[src/rtl/control_sequencer.sv]
// Fetch/decode/execute controller for the 16-bit accumulator machine.
// Owns PC, IR, MAR, MBR and AC and drives the main-memory address and write port.
module control_sequencer #(
    parameter int ADDR_W = 12,
    parameter int DATA_W = 16
) (
    input  logic              clk,
    input  logic              reset,
    input  logic              stall,
    input  logic [DATA_W-1:0] mem_rdata,
    output logic [ADDR_W-1:0] mem_addr,
    output logic [DATA_W-1:0] mem_wdata,
    output logic              mem_we,
    output logic [ADDR_W-1:0] pc,
    output logic [DATA_W-1:0] ir,
    output logic [DATA_W-1:0] ac,
    output logic              halted,
    output logic              instr_done,
    output logic              illegal_op
);

    typedef enum logic [2:0] {
        S_FETCH,
        S_IR,
        S_DECODE,
        S_READ,
        S_MBR,
        S_EXEC,
        S_WRITE,
        S_HALT
    } state_t;

    localparam logic [3:0] OP_LOAD  = 4'h1;
    localparam logic [3:0] OP_STORE = 4'h2;
    localparam logic [3:0] OP_ADD   = 4'h3;
    localparam logic [3:0] OP_SUBT  = 4'h4;
    localparam logic [3:0] OP_HALT  = 4'h7;
    localparam logic [3:0] OP_SKIP  = 4'h8;
    localparam logic [3:0] OP_JUMP  = 4'h9;
    localparam logic [3:0] OP_CLEAR = 4'hA;

    state_t            state_reg, state_next;
    logic [ADDR_W-1:0] pc_reg, pc_next;
    logic [ADDR_W-1:0] mar_reg, mar_next;
    logic [DATA_W-1:0] ir_reg, ir_next;
    logic [DATA_W-1:0] ac_reg, ac_next;
    logic [DATA_W-1:0] mbr_reg, mbr_next;

    logic              we_raw;
    logic              done_raw;
    logic              ill_raw;

    logic [3:0]        opcode;
    logic [1:0]        skip_sel;
    logic              ac_neg;
    logic              ac_zero;
    logic              skip_taken;

    assign opcode     = ir_reg[DATA_W-1 -: 4];
    assign skip_sel   = ir_reg[DATA_W-5 -: 2];
    assign ac_neg     = ac_reg[DATA_W-1];
    assign ac_zero    = (ac_reg == '0);
    assign skip_taken = ((skip_sel == 2'b00) && ac_neg) ||
                        ((skip_sel == 2'b01) && ac_zero) ||
                        ((skip_sel == 2'b10) && !ac_neg && !ac_zero);

    always_ff @(posedge clk) begin
        if (reset) begin
            state_reg <= S_FETCH;
            pc_reg    <= '0;
            ir_reg    <= '0;
            ac_reg    <= '0;
            mar_reg   <= '0;
            mbr_reg   <= '0;
        end else if (!stall) begin
            state_reg <= state_next;
            pc_reg    <= pc_next;
            ir_reg    <= ir_next;
            ac_reg    <= ac_next;
            mar_reg   <= mar_next;
            mbr_reg   <= mbr_next;
        end
    end

    always_comb begin
        state_next = state_reg;
        pc_next    = pc_reg;
        ir_next    = ir_reg;
        ac_next    = ac_reg;
        mar_next   = mar_reg;
        mbr_next   = mbr_reg;
        we_raw     = 1'b0;
        done_raw   = 1'b0;
        ill_raw    = 1'b0;

        case (state_reg)
            S_FETCH: state_next = S_IR;
            S_IR: begin
                ir_next    = mem_rdata;
                pc_next    = pc_reg + 1'b1;
                state_next = S_DECODE;
            end
            S_DECODE: begin
                mar_next = ir_reg[ADDR_W-1:0];
                case (opcode)
                    OP_LOAD, OP_ADD, OP_SUBT: state_next = S_READ;
                    OP_STORE: state_next = S_WRITE;
                    OP_JUMP: begin
                        pc_next    = ir_reg[ADDR_W-1:0];
                        done_raw   = 1'b1;
                        state_next = S_FETCH;
                    end
                    OP_CLEAR: begin
                        ac_next    = '0;
                        done_raw   = 1'b1;
                        state_next = S_FETCH;
                    end
                    OP_SKIP: begin
                        // pc already points past the Skipcond; a skip steps over one more word
                        if (skip_taken) begin
                            pc_next = pc_reg + 1'b1;
                        end
                        done_raw   = 1'b1;
                        state_next = S_FETCH;
                    end
                    OP_HALT: begin
                        done_raw   = 1'b1;
                        state_next = S_HALT;
                    end
                    default: begin
                        ill_raw    = 1'b1;
                        done_raw   = 1'b1;
                        state_next = S_FETCH;
                    end
                endcase
            end
            S_READ: state_next = S_MBR;
            S_MBR: begin
                mbr_next   = mem_rdata;
                state_next = S_EXEC;
            end
            S_EXEC: begin
                case (opcode)
                    OP_LOAD: ac_next = mbr_reg;
                    OP_ADD:  ac_next = ac_reg + mbr_reg;
                    OP_SUBT: ac_next = ac_reg - mbr_reg;
                    default: ac_next = ac_reg;
                endcase
                done_raw   = 1'b1;
                state_next = S_FETCH;
            end
            S_WRITE: begin
                we_raw     = 1'b1;
                done_raw   = 1'b1;
                state_next = S_FETCH;
            end
            S_HALT: state_next = S_HALT;
            default: state_next = S_FETCH;
        endcase
    end

    // Pulses and the write strobe are suppressed while nothing is allowed to advance.
    assign mem_we     = we_raw & ~stall & ~reset;
    assign instr_done = done_raw & ~stall & ~reset;
    assign illegal_op = ill_raw & ~stall & ~reset;

    assign mem_addr   = ((state_reg == S_FETCH) || (state_reg == S_IR)) ? pc_reg : mar_reg;
    assign mem_wdata  = ac_reg;
    assign pc         = pc_reg;
    assign ir         = ir_reg;
    assign ac         = ac_reg;
    assign halted     = (state_reg == S_HALT);

endmodule

[config.mk]
export PLATFORM = sky130hd
export DESIGN_NAME = control_sequencer
export DESIGN_NICKNAME = d
export VERILOG_FILES = /design/src/rtl/control_sequencer.sv
export SDC_FILE = /design/constraint.sdc
export NUM_CORES = 1
export LEC_CHECK = 0
export BUFFER_PORTS_ARGS = -buffer_cell sky130_fd_sc_hd__buf_4
export CAP_MARGIN = 40
export CORE_MARGIN = 1
export CORE_UTILIZATION = 60
export CTS_CLUSTER_SIZE = 25
export DETAILED_ROUTE_END_ITERATION = 8
export PLACE_DENSITY = 0.89
export SYNTH_ARGS = -nofsm -noshare
export SYNTH_HDL_FRONTEND = slang
export SYNTH_SLANG_ARGS = --single-unit
[constraint.sdc]
create_clock -name clk -period 6.15 [get_ports clk]
set_input_delay 1.5375 -clock clk [delete_from_list [all_inputs] [get_ports clk]]
set_output_delay 1.5375 -clock clk [all_outputs]
set_load 0.03 [all_outputs]
==> flow_metrics.tcl, run 1 <==
set metrics [dict create \
    status "complete, no violations" \
    place_worst_setup_slack_ns 1.942 \
    regToRegSetupSlack_ns 2.56 \
    detail-route-antenna-nets 0 \
    timing.reg2reg.worst_path_depth 11 \
    count_of_endpoints_failing_hold_in_the_final_timing_report 0 \
    final.setup_skew_ns 0.01690 \
    synth-seq-cells 75 \
    post_synth_inst_count 632 \
    tightest_slew_ns 0.8462 \
    n_fill_cell 606 \
    fin_crit_sh 0.6824 \
    crit_path_category "input pin to output pin" \
    ys_types 60 \
    r2r_end "ac[12]" \
    initial_antenna_violation_count 0 \
    cap_viol_max_count 0 \
    design.portCount 95 \
    grt_max_degree 86 \
    1st_iter_drt_viols 384 \
    avgRoutedWirePerCell_um 16.86 \
    max_slew_margin 0.4307 \
    number_of_clock_sinks_seen_by_cts 75 \
    number_of_nets_in_the_layout 730 \
    worst_r2r_start "ir[13]" \
    syn-cell-area_um2 4767 \
    hold_path.class "flip-flop to flip-flop" \
    route.final.wire_length_um 13490 \
    worst_ir_drop_vdd_v 0.0001412 \
    ctsLongestPathBuffers 2 \
    coreArea_um2 7687 \
    post_synth.cell_area_avg_um2 7.543 \
    grt.overflow.total 0 \
    report.final.setup_viol 0 \
    slew_viol_final 0 \
    die_w_um 91.14 \
    setup_tns_ns 0 \
    clk_latency_worst_skew_pair_ns 0.37 \
    pwr_density_cell_nw_per_um2 196.4 \
    port_buffers 94 \
    globalplace.congestion 0.9134 \
    antenna-diode-count 0 \
    via_count 5015 \
    finalPower_mw 1.104 \
    rows 32 \
    grt_setup_unrepaired "false" \
    crit_end "illegal_op" \
    drt-vias-per-instance 6.269 \
    initial_core_util 0.6201 \
    grt_first_pass_wirelength_um 22330 \
    timing.critical_path.fanout_max 85 \
    total_routing_usage_reported_by_global_routing 0.3307 \
    drc 0 \
    clkSlewWorstSetupHoldPaths_ns 0.10 \
    critical_path.endpoint_type "output pin" \
    critical_path_start_type "input pin" \
    postCtsSetupBuffers 0 \
    post_synth_edffs 0 \
    tritoncts "done" \
    cp_data_arrival_time_ns 2.66 \
    areaGrowthSynthToFinish_pct 17.87 \
    finalWorstPathRequiredPeriod_ns 4.197 \
    finalWorstSetupSlack_ns 1.953 \
    die-height_um 91.14 \
    register_area_share_after_synthesis 0.3150 \
    dieArea_um2 8306 \
    cts_buffers 9 \
    ctsHtreeMaxLevel 3 \
    post_place_instance_area_um2 5389 \
    mappedNetlistNets 669 \
    static_leakage_nw 2.213 \
    number_of_warnings_printed_during_yosys_synthesis 0 \
    fin_area_um2 5619 \
    layout-drive-gt1-share 0.2034 \
    instances_no_fill 800 \
    post_cts_hold_buffer_count 0 \
    root_buffer_cell "sky130_fd_sc_hd__clkbuf_8" \
    postSynth.asyncResetShare 0 \
    drt_pre_antenna_iters 5 \
    synth_top_flop_cell "sky130_fd_sc_hd__dfxtp_1" \
    achievable-frequency_ghz 0.2383 \
    place.detailed.instances 784 \
    dpl.hpwl_um 9564 \
    cts_resized 0 \
    worst_setup_path_startpoint "reset" \
    cp.required_ns 4.61 \
    grt_pass1_vias 4621 \
]
[stage by stage]
stage / hold slack (ns) / utilization
2_1_floorplan: 0.4338 / -
3_3_place_gp: 0.4435 / 0.6969
3_5_place_dp: 0.4479 / 0.7010
4_1_cts: 0.4616 / 0.7310
5_1_grt: 0.4842 / 0.7310
6_report: 0.4618 / 0.7310
[layer usage]
layer,vias to the layer above,global-route usage,share of wire
li1,2362,-,-
met1,2357,0.4321,0.43
met2,260,0.5347,0.47
met3,36,0.05695,0.077
met4,0,0.1455,0.024
met5,-,0,0
[area by class of cell]
type | instances | area (um^2) | area share
timing repair buffer | 100 | 752.0 | 0.1338
sequential | 75 | 1501 | 0.2672
clock inverter | 7 | 106.4 | 0.01893
clock buffer | 9 | 123.9 | 0.02204
tap | 102 | 127.6 | 0.02271
inverter | 9 | 33.78 | 0.006012
multi-input combinational | 498 | 2974 | 0.5293
[synth_stat cells (all sizes together), types with 6 or more instances]
library cell / count / share of area
nand2: 131 / 0.10
a21oi: 88 / 0.093
dfxtp: 75 / 0.31
nor2: 43 / 0.034
clkbuf: 26 / 0.020
buf: 24 / 0.035
o21ai: 24 / 0.025
ha: 17 / 0.045
xor2: 14 / 0.026
mux2: 13 / 0.031
nor3: 12 / 0.013
o31ai: 12 / 0.019
xnor2: 11 / 0.020
a31oi: 10 / 0.013
nand3: 10 / 0.010
inv: 9 / 0.0071
nor2b: 9 / 0.012
a211oi: 8 / 0.013
a22oi: 8 / 0.013
nor4: 7 / 0.0092
or3: 6 / 0.0079
[cells by family after synthesis]
kind of cell | synth area share
AND/OR/NAND/NOR | 0.2457
AO/OA/AOI/OAI | 0.2473
multiplexers | 0.03491
XOR/XNOR | 0.04593
adder cells (fa/ha/maj) | 0.04882
flip-flops | 0.3150
buffers and inverters | 0.06247
[power breakdown]
part / total (mW) / internal [mW] / switching, mW / leakage (nW)
logic: 0.142 / 0.0552 / 0.0873 / 1.49
clock network: 0.452 / 0.236 / 0.215 / 0.117
registers: 0.510 / 0.493 / 0.0169 / 0.606
total: 1.10 / 0.784 / 0.319 / 2.21
[worst min-delay path by stage]
| stage | startpoint | to | slack, ns | cells after the start |
|---|---|---|---|---|
| finish | mar_reg[11] | mar_reg[11] | 0.46 | 2 |
| global route | mar_reg[1] | mar_reg[1] | 0.48 | 2 |
| CTS | mar_reg[11] | mar_reg[11] | 0.46 | 2 |
| detailed placement | mar_reg[11] | mar_reg[11] | 0.45 | 2 |
| global placement | mar_reg[6] | mar_reg[6] | 0.44 | 2 |
| floorplan | mar_reg[0] | mar_reg[0] | 0.43 | 2 |
[worst max-delay path, stage by stage]
cell and delay [ns]:
sky130_fd_sc_hd__buf_4 0.34, sky130_fd_sc_hd__or2_2 0.41, sky130_fd_sc_hd__nor3_1 0.19, sky130_fd_sc_hd__buf_4 0.18
[layout by cell type (no fill, tap or decap), drive strengths merged, types with 11 or more instances in the layout]
| cell | instances |
|---|---|
| xor2 | 14 |
| nor2 | 43 |
| buf | 100 |
| inv | 13 |
| o21ai | 24 |
| nand2 | 131 |
| o31ai | 12 |
| dfxtp | 75 |
| mux2 | 13 |
| a21oi | 88 |
| xnor2 | 11 |
| ha | 17 |
| nor3 | 12 |
Power figures use the tool's default switching activity.
==> run 2: changes to the inputs <==
Settings changed: CORE_UTILIZATION 60 to 50, PLACE_DENSITY 0.89 to 0.79.
Clock period 6.15 ns to 3.6 ns, I/O delays scaled along.
==> run 2 against run 1 <==
Largest cell class unchanged; largest power group unchanged; wire length grew 0.96%; combinational power up 73%; sequential power increased by 71%; clock skew decreased by 0.0055 ns; flip-flop and latch count unchanged; power increased by 55%; first-iteration DRC count decreased by 6.8%; via count shrank 2.1%; sequential share of layout area hardly changed; global-route usage shrank 5.4 points; count of clock-buffer cells in the layout is 2 higher; critical path type is now flip-flop to flip-flop.
==> flow_metrics.tcl, run 2 (same netlist as run 1, synthesis figures left out) <==
set metrics [dict create \
    max_slew_margin 0.5215 \
    number_of_nets_in_the_layout 734 \
    grt_pass1_vias 4369 \
    drt_pre_antenna_iters 4 \
    n_fill_cell 807 \
    count_of_endpoints_failing_hold_in_the_final_timing_report 0 \
    clk_latency_worst_skew_pair_ns 0.35 \
    number_of_clock_sinks_seen_by_cts 75 \
    grt.overflow.total 0 \
    cpMaxStageDelayCell "sky130_fd_sc_hd__dfxtp_1" \
    finalPower_mw 1.709 \
    globalplace.congestion 0.9235 \
    die_w_um 99.64 \
    design.portCount 95 \
    avgRoutedWirePerCell_um 16.39 \
    worst_r2r_start "ir[15]" \
    post_place_instance_area_um2 5451 \
    critical_path_start_type "flip-flop" \
    pwr_density_cell_nw_per_um2 303.9 \
    final.setup_skew_ns 0.01142 \
    root_buffer_cell "sky130_fd_sc_hd__clkbuf_8" \
    fin_crit_sh 0.9091 \
    coreArea_um2 9240 \
    dieArea_um2 9928 \
    achievable-frequency_ghz 0.3056 \
    instances_no_fill 831 \
    report.final.setup_viol 0 \
    initial_antenna_violation_count 0 \
    areaGrowthSynthToFinish_pct 17.95 \
    route.final.wire_length_um 13620 \
    total_routing_usage_reported_by_global_routing 0.2763 \
    timing.hold.worst_endpoint "mar_reg[1]" \
    critical_path.endpoint_type "flip-flop" \
    tightest_slew_ns 0.7171 \
    r2r_end "ac[12]" \
    layout.core_utilization 0.6085 \
    hold_path.startpoint "mar_reg[1]" \
    layout-drive-gt1-share 0.2051 \
    detail-route-antenna-nets 0 \
    cp.required_ns 3.84 \
    post_cts_hold_buffer_count 0 \
    setup_tns_ns 0 \
    clkSlewWorstSetupHoldPaths_ns 0.08 \
    via_count 4909 \
    cells_along_the_critical_path "inv_1 > nand3_1 > o31ai_1 > xor2_1 > ha_1 > o21a_1 > o31a_1 > o2111ai_1 > a21oi_1 > or3_1 > a31o_2" \
    final.hold.worst_slack_ns 0.4590 \
    cp_data_arrival_time_ns 3.52 \
    worst_ir_drop_vdd_v 0.0002580 \
    critical_path.max_stage_delay_ns 0.60 \
    drc 0 \
    place.detailed.instances 815 \
    tritoncts "done" \
    rows 35 \
    ctsHtreeMaxLevel 3 \
    initial_core_util 0.5159 \
    cap_viol_max_count 0 \
    finalWorstPathRequiredPeriod_ns 3.273 \
    ctsLongestPathBuffers 2 \
    mostFrequentLayoutCells "130 x sky130_fd_sc_hd__nand2_1, 104 x sky130_fd_sc_hd__buf_4, 87 x sky130_fd_sc_hd__a21oi_1" \
    dpl.hpwl_um 9906 \
    finalWorstSetupSlack_ns 0.3273 \
    slew_viol_final 0 \
    final_common_cell "sky130_fd_sc_hd__nand2_1" \
    port_buffers 94 \
    place_worst_setup_slack_ns 0.4289 \
    grt_first_pass_wirelength_um 22000 \
    timing.reg2reg.worst_path_depth 11 \
    regToRegSetupSlack_ns 0.33 \
    1st_iter_drt_viols 358 \
    hold_path.class "flip-flop to flip-flop" \
    status "complete, no violations" \
    crit_path_category "flip-flop to flip-flop" \
    postCtsSetupBuffers 0 \
    timing.critical_path.fanout_max 13 \
    drt-vias-per-instance 5.907 \
    grt_max_degree 68 \
    cts_buffers 9 \
    fin_area_um2 5623 \
    antenna-diode-count 0 \
    cts_resized 0 \
    grt_setup_unrepaired "false" \
    static_leakage_nw 2.192 \
    die-height_um 99.64 \
    whs_path_depth 2 \
]
==> run 2: worst max-delay path, delay by kind of cell, from the launching register on <==
family,cells,cell delay [ns]
AND/OR/NAND/NOR,2,0.74
flip-flops,1,0.60
buffers and inverters,1,0.15
AO/OA/AOI/OAI,6,1.16
adder cells (fa/ha/maj),1,0.35
XOR/XNOR,1,0.17
==> run 2: how the worst max path moves through the flow <==
stage	from	endpoint	slack, ns	depth (start not counted)
final	ir[15]	ac[12]	0.33	11
after global routing	ir[15]	ac[11]	0.14	11
after CTS	ir[13]	ac[11]	0.39	11
after detailed placement	ir[15]	ac[12]	0.43	11
after global placement	ir[15]	ac[12]	0.59	11
after floorplan	ir[15]	ac[12]	0.44	13
==> run 2: layout make-up <==
type                            count  area (um^2)  area share
Inverter                            9        33.78    0.006008
Sequential cell                    75         1501      0.2670
Timing Repair Buffer              104        780.7      0.1389
Tap cell                          129        161.4     0.02870
Clock inverter                      5        40.04    0.007121
Multi-Input combinational cell    498         2974      0.5289
Clock buffer                       11        131.4     0.02336
==> run 2: report_power, final <==
part           switching (mW)  leakage [nW]  internal, mW
registers              0.0294         0.606         0.842
logic                   0.150          1.51        0.0964
clock network           0.338        0.0757         0.253
==> run 2: per-layer routing <==
layer	track usage	share of wire	vias to the layer above
li1	-	-	2368
met1	0.3873	0.45	2323
met2	0.4327	0.46	197
met3	0.04427	0.069	21
met4	0.08937	0.016	0
met5	0	0	-
